<file path="src/rtl/seg7_pkg.sv">
// Shared constants for the multiplexed seven-segment driver: hex glyph table,
// blank pattern, DP bit position and the digit-index width helper.
package seg7_pkg;

  localparam logic [7:0] SEG_BLANK  = 8'h00;
  localparam int         SEG_DP_BIT = 7;

  // Index 15 is the leftmost element; glyph bits are {DP,G,F,E,D,C,B,A}.
  localparam logic [15:0][7:0] HEX_GLYPH = {
    8'h71, 8'h79, 8'h5E, 8'h39, 8'h7C, 8'h77, 8'h6F, 8'h7F,
    8'h07, 8'h7D, 8'h6D, 8'h66, 8'h4F, 8'h5B, 8'h06, 8'h3F
  };

  function automatic int dig_idx_w(input int n);
    return (n <= 2) ? 1 : $clog2(n);
  endfunction

endpackage

</file>
<file path="src/rtl/seg7_encoder.sv">
// Combinational nibble + decimal point to {DP,G,F,E,D,C,B,A} segment pattern.
module seg7_encoder
  import seg7_pkg::*;
(
  input  logic [3:0] nibble,
  input  logic       dp,
  input  logic       blank,
  output logic [7:0] segments
);

  always_comb begin
    segments = blank ? SEG_BLANK : HEX_GLYPH[nibble];
    segments[SEG_DP_BIT] = segments[SEG_DP_BIT] | dp;
  end

endmodule

</file>
<file path="src/rtl/seg7_scan_driver.sv">
// Multiplexed seven-segment scan driver with frame-synchronous double-buffered
// updates and PWM brightness. Optional: SEG7_LEADING_ZERO_BLANK_EN.
module seg7_scan_driver
  import seg7_pkg::*;
#(
  parameter int NUM_DIGITS  = 4,
  parameter int REFRESH_DIV = 150000,
  parameter int BRIGHT_W    = 4
) (
  input  logic                    clk,
  input  logic                    rst,
  input  logic [4*NUM_DIGITS-1:0] upd_value,
  input  logic [NUM_DIGITS-1:0]   upd_dp,
  input  logic                    upd_valid,
  output logic                    upd_ready,
  output logic                    upd_done,
  input  logic [BRIGHT_W-1:0]     bright,
  output logic [NUM_DIGITS-1:0]   digits,
  output logic [7:0]              segments
);

  localparam int VAL_W  = 4 * NUM_DIGITS;
  localparam int IDX_W  = dig_idx_w(NUM_DIGITS);
  localparam int TICK_W = (REFRESH_DIV > 1) ? $clog2(REFRESH_DIV) : 1;
  localparam logic [TICK_W-1:0] TICK_LAST = TICK_W'(REFRESH_DIV - 1);
  localparam logic [IDX_W-1:0]  IDX_LAST  = IDX_W'(NUM_DIGITS - 1);

  logic [TICK_W-1:0]     tick_q, tick_d;
  logic [IDX_W-1:0]      idx_q, idx_d;
  logic [BRIGHT_W-1:0]   pwm_q, pwm_d;
  logic [VAL_W-1:0]      act_val_q, act_val_d, shd_val_q, shd_val_d;
  logic [NUM_DIGITS-1:0] act_dp_q, act_dp_d, shd_dp_q, shd_dp_d;
  logic                  pending_q, pending_d;
  logic                  done_q, done_d;
  logic [NUM_DIGITS-1:0] digits_q, digits_d;
  logic [7:0]            segments_q, segments_d;

  logic                  tick_wrap, frame_end, xfer, apply, pwm_on;
  logic [3:0]            sel_nib;
  logic                  sel_dp, sel_blank;
  logic [NUM_DIGITS-1:0] lz_blank;
  logic [7:0]            enc_seg;

  // upd_valid/upd_ready: a transfer happens in any cycle where both are high;
  // the requester keeps upd_valid asserted until it sees upd_ready.
  assign tick_wrap = (tick_q == TICK_LAST);
  assign frame_end = tick_wrap && (idx_q == IDX_LAST);
  assign xfer      = upd_valid && !pending_q;
  assign apply     = frame_end && pending_q;
  assign pwm_on    = (pwm_q <= bright);

  always_comb begin
    tick_d    = tick_wrap ? '0 : tick_q + TICK_W'(1);
    idx_d     = idx_q;
    if (tick_wrap) idx_d = (idx_q == IDX_LAST) ? '0 : idx_q + IDX_W'(1);
    pwm_d     = pwm_q + BRIGHT_W'(1);
    act_val_d = act_val_q;
    act_dp_d  = act_dp_q;
    shd_val_d = shd_val_q;
    shd_dp_d  = shd_dp_q;
    pending_d = pending_q;
    // A shadow captured on the boundary cycle itself waits a full frame.
    if (apply) begin
      act_val_d = shd_val_q;
      act_dp_d  = shd_dp_q;
      pending_d = 1'b0;
    end else if (xfer) begin
      shd_val_d = upd_value;
      shd_dp_d  = upd_dp;
      pending_d = 1'b1;
    end
    done_d = apply;
  end

`ifdef SEG7_LEADING_ZERO_BLANK_EN
  always_comb begin
    logic zero_above;
    zero_above = 1'b1;
    lz_blank   = '0;
    for (int i = NUM_DIGITS - 1; i >= 0; i--) begin
      zero_above  = zero_above && (act_val_q[4*i +: 4] == 4'h0);
      lz_blank[i] = zero_above && (i != 0);
    end
  end
`else
  assign lz_blank = '0;
`endif

  always_comb begin
    sel_nib   = 4'h0;
    sel_dp    = 1'b0;
    sel_blank = 1'b0;
    for (int i = 0; i < NUM_DIGITS; i++) begin
      if (idx_q == IDX_W'(i)) begin
        sel_nib   = act_val_q[4*i +: 4];
        sel_dp    = act_dp_q[i];
        sel_blank = lz_blank[i];
      end
    end
  end

  seg7_encoder u_enc (
    .nibble   (sel_nib),
    .dp       (sel_dp),
    .blank    (sel_blank),
    .segments (enc_seg)
  );

  always_comb begin
    digits_d   = '1;
    segments_d = SEG_BLANK;
    if (pwm_on) begin
      segments_d = enc_seg;
      for (int i = 0; i < NUM_DIGITS; i++) begin
        if (idx_q == IDX_W'(i)) digits_d[i] = 1'b0;
      end
    end
  end

  always_ff @(posedge clk) begin
    if (rst) begin
      tick_q     <= '0;
      idx_q      <= '0;
      pwm_q      <= '0;
      act_val_q  <= '0;
      act_dp_q   <= '0;
      shd_val_q  <= '0;
      shd_dp_q   <= '0;
      pending_q  <= 1'b0;
      done_q     <= 1'b0;
      digits_q   <= '1;
      segments_q <= SEG_BLANK;
    end else begin
      tick_q     <= tick_d;
      idx_q      <= idx_d;
      pwm_q      <= pwm_d;
      act_val_q  <= act_val_d;
      act_dp_q   <= act_dp_d;
      shd_val_q  <= shd_val_d;
      shd_dp_q   <= shd_dp_d;
      pending_q  <= pending_d;
      done_q     <= done_d;
      digits_q   <= digits_d;
      segments_q <= segments_d;
    end
  end

  assign upd_ready = !pending_q;
  assign upd_done  = done_q;
  assign digits    = digits_q;
  assign segments  = segments_q;

endmodule

</file>
<file path="config.mk">
export PLATFORM = sky130hd
export DESIGN_NAME = seg7_scan_driver
export DESIGN_NICKNAME = d
export VERILOG_FILES = /design/src/rtl/seg7_pkg.sv /design/src/rtl/seg7_encoder.sv /design/src/rtl/seg7_scan_driver.sv
export SDC_FILE = /design/constraint.sdc
export NUM_CORES = 1
export LEC_CHECK = 0
export CAP_MARGIN = 10
export CORE_MARGIN = 3
export CORE_UTILIZATION = 59
export DETAILED_ROUTE_END_ITERATION = 8
export GPL_TIMING_DRIVEN = 0
export PLACE_DENSITY = 0.84
export SLEW_MARGIN = 10
export SYNTH_ARGS = -nofsm -noshare
export SYNTH_HDL_FRONTEND = slang
export SYNTH_SLANG_ARGS = --single-unit
</file>
<file path="constraint.sdc">
create_clock -name clk -period 4.7 [get_ports clk]
set_clock_uncertainty 0.05 [all_clocks]
set_input_delay 1.41 -clock clk [delete_from_list [all_inputs] [get_ports clk]]
set_output_delay 1.41 -clock clk [all_outputs]
set_load 0.03 [all_outputs]
</file>
# ---- Word level (Yosys, flattened, before mapping)
# Memory sizes are Yosys's and may differ from the RTL's.
# Cells that the tools add are included.
dict set report totals {
  register_bits 78
  romBits 128
  input_bits 27
  out_inout_bits 14
  memories 1
}
# memory words width read_ports rd_clocked_by_memory_dff wr line_no
set mem_list {}
lappend mem_list {{(name not given)} 16 8 1 0 0 seg7_encoder.sv:12} ;# segments = blank ? SEG_BLANK : HEX_GLYPH[nibble];
dict set report op_classes {
  addsub 3
  magnitude_cmp 2
  n_eq_ne 4
  n_mux 14
  bitwise_logic 3
  reduce_logical 9
}
# cell count
set ops {}
lappend ops {{$add A18 B1 Y18 const B} 1}
lappend ops {{$eq A18 B18 Y1 const B} 1}
lappend ops {{$mux W4} 4}
lappend ops {{$mux W1} 8}
lappend ops {{$mux W8} 1}
lappend ops {{$reduce_or A2 Y1} 3}
lappend ops {{$lt A4 B5 Y1 const B} 1}
lappend ops {{$add A4 B1 Y4 const B} 1}
lappend ops {{$eq A2 B2 Y1 const B} 2}
lappend ops {{$le A4 B4 Y1} 1}
lappend ops {{$logic_and A1 B1 Y1} 3}
lappend ops {{$add A2 B1 Y2 const B} 1}
lappend ops {{$eq A2 B1 Y1 const B} 1}
lappend ops {{$logic_not A2 Y1} 1}
lappend ops {{$mux W2} 1}
lappend ops {{$not A1 Y1} 2}
lappend ops {{$reduce_and A2 Y1} 1}
lappend ops {{$logic_not A1 Y1} 1}
lappend ops {{$or A1 B1 Y1} 1}

# ---- Depth between registers and ports, before layout
# Gate-level depths: netlist of run 1.
dict set report logic_depth {
  ltp_word 8
  depth_mapped 11
}

# ---- Cells and area by module
# From an unflattened synthesis of run 1, not the netlist that was laid out.
dict set report unflattened {
  cells_unflattened 373
  area_unflattened_um2 3373.2
}
# mod instances cells_per_inst area_each_um2 seq_area_each_um2
set modules_own_cells {}
lappend modules_own_cells {seg7_scan_driver 1 339 3096.7 1561.5}
lappend modules_own_cells {seg7_encoder 1 34 276.5 0.0}

# ---- Worst setup path before layout of run 1
# No wires, ideal clock.
dict set report synth_path {
  path_kind {input to register}
  startpoint {input bright[2]}
  endpoint {register segments_q[6] (netlist: segments[6])}
  t_arrival_ns 2.468
  path_slack_ns 2.087
  cell_stages 6
  path_cell_list {inv_1 ha_1 a211oi_1 o21ai_0 a31o_2 a221oi_1}
}
dict set report synth_via {
  elab_chain_len 3
}
# element line_no
set synth_lines {}
lappend synth_lines {{start: declaration} seg7_scan_driver.sv:17} ;# input logic [BRIGHT_W-1:0] bright,
lappend synth_lines {{$le A4 B4 Y1} seg7_scan_driver.sv:50} ;# assign pwm_on = (pwm_q <= bright);
lappend synth_lines {{$not A1 Y1 (no source line)} -}
lappend synth_lines {{$reduce_or A2 Y1 (no source line)} -}
lappend synth_lines {{end signal: assignment} seg7_scan_driver.sv:144} ;# segments_q <= segments_d;
lappend synth_lines {{end: declaration} seg7_scan_driver.sv:36} ;# logic [7:0] segments_q, segments_d;
# No other way between the ends.
# A chain may end at the register's enable or synchronous reset.

# ---- Worst setup path after layout of run 1
dict set report layout_path {
  startpoint {register pending_q}
  endpoint {output upd_ready}
}
dict set report layout_via {
  elab_chain_len 1
}
# element line_no
set layout_lines {}
lappend layout_lines {{start: declaration} seg7_scan_driver.sv:33} ;# logic pending_q, pending_d;
lappend layout_lines {{start signal: assignment} seg7_scan_driver.sv:141} ;# pending_q <= pending_d;
lappend layout_lines {{$logic_not A1 Y1} seg7_scan_driver.sv:148} ;# assign upd_ready = !pending_q;
lappend layout_lines {{end: declaration} seg7_scan_driver.sv:15} ;# output logic upd_ready,
# No other way between the ends.

==> reports/results.txt, run 1 <==
Outcome: finished clean
Die W: 80.7 um
Max Buffers Root-to-Sink: 2
Area after DPL: 3780 sq um
DIE AREA: 6510 sq um
GRT Total Usage: 0.219
Total number of vias: 2,600
Fillcell total: 379
CTS tree: yes
Vias per cell: 5.42
Post-Syn Area: 3290 sq um
Tcrit/Tclk final: 0.627
Hold_buf cts: 0
Layout area overhead: 20.9%
Setup CP Type: register to output port
Max-slew violations: 0
Hold path cells: 2
Yosys warnings: 0
Clock Latency Late Sink: 0.35 ns
Mapped Nets: 398
H-tree depth: 3
Ys async rst share: 0
Peak supply drop: 0.221 mV
Total CTS buffers: 9
Number of buffers added on ports: 40
Residual DRC: 0
# IOs: 41
Count leader, synth: dfxtp_1
Fmax: 339 MHz
N_diodes: 0
Clock Sinks: 78
Area fraction of the dominant cell type after synthesis: 0.474
Largest net degree at the start of global routing: 13
Starting DRT DRC Count: 114
DR pass1 iterations: 4
Site row count: 26
Antenna Nets Post-Route: 0
CP max FO: 5
Starting Density: 0.629
Worst-Margin Slew: 0.595 ns
Post-route setup TNS: 0 ns
EDFF count, synth: 0
Post-synthesis cell count: 354
Post-cts sizing count: 0
DP HPWL: 4670 um
Average wire per standard cell: 13.2 um
Distinct cell type count of the synthesized netlist: 49
Pwr Density: 327 nW/um^2
Max-cap violations: 0
Final min period: 2.95 ns
Synth top cells by count: dfxtp_1, nand2_1, nor2_1
WP data required: 3.24 ns
Fin. Hold Viols: 0
Reg clk slew, reported paths: 0.08 ns
Max-Slew Margin vs Limit: 0.601
Setup bufs post-CTS: 0
Post-synth top flop: dfxtp_1
Synth Area per Inst: 9.30 sq um
Post-synthesis sequential area ratio: 0.474
Gpl congestion: 0.899
Initial antenna violation count: 0
Worst Path Arrival: 1.49 ns
Vias in the first global route: 2,417
Die Ht: 80.7 um
Startpoint Class: register
RSZ-0062 raised after global routing: false
# nets final: 449
Global route overflow: 0
Flops & latches, synth: 78
Top cells by area, synth: dfxtp_1, nand2_1, ha_1, a22o_1, a21oi_1
R2R cell count: 8
Detailed-route wire length: 6330 um
Core area: 5240 sq um
Leak Pwr: 1.56 nW
Synth area leader: dfxtp_1
CP Capture Type: output port
Clock root cell: clkbuf_8
Fraction of layout cells with a size suffix above 1: 0.0829
First-pass GRT wire length: 11,000 um
Final setup vio count: 0
Final Instance Area: 3980 sq um
Worst min-delay path category: register to register
## cell families (layout without fill, tap and decap cells)
family | count (synthesis) | after routing | synth area share
multiplexers | 6 | 6 | 0.0186
XOR/XNOR | 18 | 18 | 0.0479
buffers and inverters | 31 | 87 | 0.0521
flip-flops | 78 | 78 | 0.474
AO/OA/AOI/OAI | 67 | 67 | 0.147
AND/OR/NAND/NOR | 137 | 137 | 0.196
adder cells (fa/ha/maj) | 17 | 17 | 0.0646
## path summary, 6_finish.rpt
path                                  start                         to  slack, ns
setup / recovery     pending_q$_SDFFE_PP0P_                  upd_ready       1.75
hold reg to reg   shd_val_q[4]$_SDFFE_PP0P_  shd_val_q[4]$_SDFFE_PP0P_       0.41
setup reg to reg      idx_q[0]$_SDFFE_PP0P_     segments[6]$_SDFF_PP0_       1.87
hold / removal    shd_val_q[4]$_SDFFE_PP0P_  shd_val_q[4]$_SDFFE_PP0P_       0.41
## sequential cells by signal (all words and copies together), names as in the netlist
name,flops
pwm_q,4
upd_done,1
act_val_q,16
digits,4
shd_val_q,16
segments,8
idx_q,2
act_dp_q,4
shd_dp_q,4
pending_q,1
tick_q,18
## layout by cell type, fill, tap and decap left out, types with 4 or more instances in the layout
cell / netlist / layout
a22o_1: 20 / 20
nor2_1: 31 / 31
nand2_1: 64 / 64
buf_6: 6 / 6
dfxtp_1: 78 / 78
inv_1: 11 / 11
mux2i_1: 5 / 5
o21ai_0: 4 / 4
clkdlybuf4s50_1: 0 / 40
nor2b_1: 5 / 5
nand4_1: 5 / 5
nand3_1: 8 / 8
ha_1: 17 / 17
clkbuf_8: 0 / 11
clkbuf_1: 8 / 10
xor2_1: 9 / 9
xnor2_1: 9 / 9
a21oi_1: 25 / 25
## cell type report
cell class | count | area, sq um | area share
Timing Repair Buffer | 40 | 400 | 0.101
Tap cell | 70 | 87.6 | 0.0220
Sequential cell | 78 | 1560 | 0.392
Clock inverter | 3 | 42.5 | 0.0107
Multi-Input combinational cell | 245 | 1560 | 0.392
Clock buffer | 13 | 159 | 0.0399
Inverter | 13 | 48.8 | 0.0123
Buffer | 18 | 123 | 0.0308
## worst max-delay path, cell delays in order, from the launching register on
cell             delay [ns]
dfxtp_1                0.37
inv_1                  0.10
clkdlybuf4s50_1        0.67
## per-layer routing
layer | up-vias | global-route usage | routed length (um)
li1 | 1322 | - | -
met1 | 1203 | 0.279 | 2940
met2 | 63 | 0.349 | 2920
met3 | 12 | 0.0605 | 346
met4 | 0 | 0.0912 | 121
met5 | - | 0 | 0
## metrics by stage
| step | hold slack [ns] | power [mW] | util | instances | worst slack, ns |
|---|---|---|---|---|---|
| 6_report | 0.409 | 1.30 | 0.760 | 480 | 1.75 |
| 4_1_cts | 0.407 | 1.31 | 0.760 | 480 | 1.75 |
| 3_5_place_dp | 0.397 | 0.814 | 0.722 | 464 | 1.43 |
| 5_1_grt | 0.429 | 1.36 | 0.760 | 480 | 1.59 |
| 2_1_floorplan | 0.380 | 0.765 | - | 354 | 2.09 |
| 3_3_place_gp | 0.394 | 0.810 | 0.722 | 464 | 1.44 |
## power breakdown
group          internal, mW  switching [mW]  total (mW)  leakage (nW)
Sequential            0.681          0.0114       0.693         0.636
Combinational        0.0511          0.0551       0.106         0.828
Clock                 0.274           0.229       0.503        0.0996
(Power assumes the default switching activity.)
==> run 2, diff against run 1 <==
--- a/config.mk
+++ b/config.mk
@@ -7,10 +7,10 @@
 export LEC_CHECK = 0
 export CAP_MARGIN = 10
 export CORE_MARGIN = 3
-export CORE_UTILIZATION = 59
+export CORE_UTILIZATION = 55
 export DETAILED_ROUTE_END_ITERATION = 8
 export GPL_TIMING_DRIVEN = 0
-export PLACE_DENSITY = 0.84
+export PLACE_DENSITY = 0.79
 export SLEW_MARGIN = 10
 export SYNTH_ARGS = -nofsm -noshare
 export SYNTH_HDL_FRONTEND = slang
==> constraint.sdc (replaced) <==
create_clock -name clk -period 2.95 [get_ports clk]
set_clock_uncertainty 0.05 [all_clocks]
set_input_delay 0.885 -clock clk [delete_from_list [all_inputs] [get_ports clk]]
set_output_delay 0.885 -clock clk [all_outputs]
set_load 0.03 [all_outputs]
==> run 2 against run 1 <==
Compared with the run above: total power rose by 54%; clock-buffer cell count fell by 1; utilization fell by 5.8 points; design area fell by 0.57%; via count fell by 2.6%; sequential cell count did not move; critical path depth rose by 8; non-clock buffer count did not move; sequential share of layout area rose by 0.22 points; critical endpoint is now segments[6]$_SDFF_PP0_.
==> reports/results.txt, run 2 (synthesized netlist as in run 1, its figures left out) <==
R2R cell count: 10
Max reg flops: 18
DIE AREA: 6950 sq um
Area after DPL: 3780 sq um
Worst Path Arrival: 2.69 ns
Gpl congestion: 0.873
N_diodes: 0
Setup CP Type: register to register
Number of buffers added on ports: 40
Starting DRT DRC Count: 94
Vias in the first global route: 2,448
Starting Density: 0.584
WP data required: 3.14 ns
CP max FO: 9
Fmax: 400 MHz
Tcrit/Tclk final: 0.847
Largest net degree at the start of global routing: 12
Design Power: 2.00 mW
RSZ-0062 raised after global routing: false
# placed instances: 466
Clock Sinks: 78
Final Instance Area: 3960 sq um
Core area: 5640 sq um
Antenna Nets Post-Route: 0
Layout area overhead: 20.3%
DP HPWL: 4600 um
Top flop regs: tick_q: 18 flops, act_val_q: 16 flops, shd_val_q: 16 flops
Total number of vias: 2,532
Die Ht: 83.4 um
Most common cell after layout, fill and taps aside: dfxtp_1
Final setup vio count: 0
Reg area: 1560 sq um
# nets final: 449
Average wire per standard cell: 12.8 um
CP Capture Type: register
Detailed-route wire length: 6150 um
Worst min-delay path category: register to register
Site row count: 27
Clock root cell: clkbuf_8
Max-Slew Margin vs Limit: 0.605
Total CTS buffers: 9
Vias per cell: 5.28
Hold path cells: 2
Leak Pwr: 1.55 nW
Clock Latency Late Sink: 0.34 ns
Fraction of layout cells with a size suffix above 1: 0.0809
Fillcell total: 426
Reg clk slew, reported paths: 0.08 ns
Initial antenna violation count: 0
Outcome: finished clean
Post-route setup TNS: 0 ns
First-pass GRT wire length: 10,800 um
DR pass1 iterations: 4
CTS tree: yes
Residual DRC: 0
Peak supply drop: 0.266 mV
Max Buffers Root-to-Sink: 2
Most frequent cells in the layout: dfxtp_1, nand2_1, clkdlybuf4s50_1, nor2_1, a21oi_1
Pwr Density: 505 nW/um^2
GRT Total Usage: 0.187
Footprint of the multi-input gates: 1570 sq um
Die W: 83.4 um
Placement Setup Slack: 0.146 ns
Post-layout util: 0.702
Worst hold margin: 0.406 ns
Global route overflow: 0
Final min period: 2.50 ns
Max-cap violations: 0
Fin. Hold Viols: 0
Fin worst setup slack: 0.451 ns
# IOs: 41
Hold_buf cts: 0
Startpoint Class: register
Max-slew violations: 0
Post-Layout Cell Count: 480
H-tree depth: 3
Worst-Margin Slew: 0.589 ns
Largest Register: tick_q
[run 2: final timing paths]
check	endpoint	slack, ns	from
min reg2reg	shd_val_q[10]$_SDFFE_PP0P_	0.41	shd_val_q[10]$_SDFFE_PP0P_
max reg2reg	segments[6]$_SDFF_PP0_	0.45	idx_q[0]$_SDFFE_PP0P_
min	shd_val_q[10]$_SDFFE_PP0P_	0.41	shd_val_q[10]$_SDFFE_PP0P_
max	segments[6]$_SDFF_PP0_	0.45	idx_q[0]$_SDFFE_PP0P_
[run 2: area by class of cell]
cell class | count | area share
clock inverter | 2 | 0.00885
sequential | 78 | 0.394
buffer | 18 | 0.0313
inverter | 13 | 0.0123
clock buffer | 12 | 0.0341
timing repair buffer | 40 | 0.101
multi-input combinational | 245 | 0.395
tap | 72 | 0.0227
[run 2: critical path, cell delays in order, from the launching register on]
cell and delay [ns]:
dfxtp_1 0.40, inv_1 0.09, ha_1 0.19, buf_2 0.17, a21oi_1 0.13, o21ai_0 0.11, a22oi_2 0.32, inv_1 0.14
ha_1 0.25, mux2_2 0.27, a221oi_1 0.27
[run 2: timing repair]
item / in CTS / in global routing
endpoints found under the setup margin: 0 / 3
buffers inserted: 0 / 0
resized for setup: 0 / 3
[run 2: layer usage]
layer	routed length, um	track usage	up-vias
li1	-	-	1319
met3	239	0.0526	7
met4	67	0.0535	0
met2	2810	0.302	42
met1	3030	0.245	1164
met5	0	0	-
[run 2: report_power, final]
| part | total, mW | switching [mW] | internal (mW) |
|---|---|---|---|
| Clock | 0.728 | 0.346 | 0.382 |
| Combinational | 0.168 | 0.0864 | 0.0812 |
| Sequential | 1.10 | 0.0179 | 1.09 |
| Total | 2.00 | 0.451 | 1.55 |
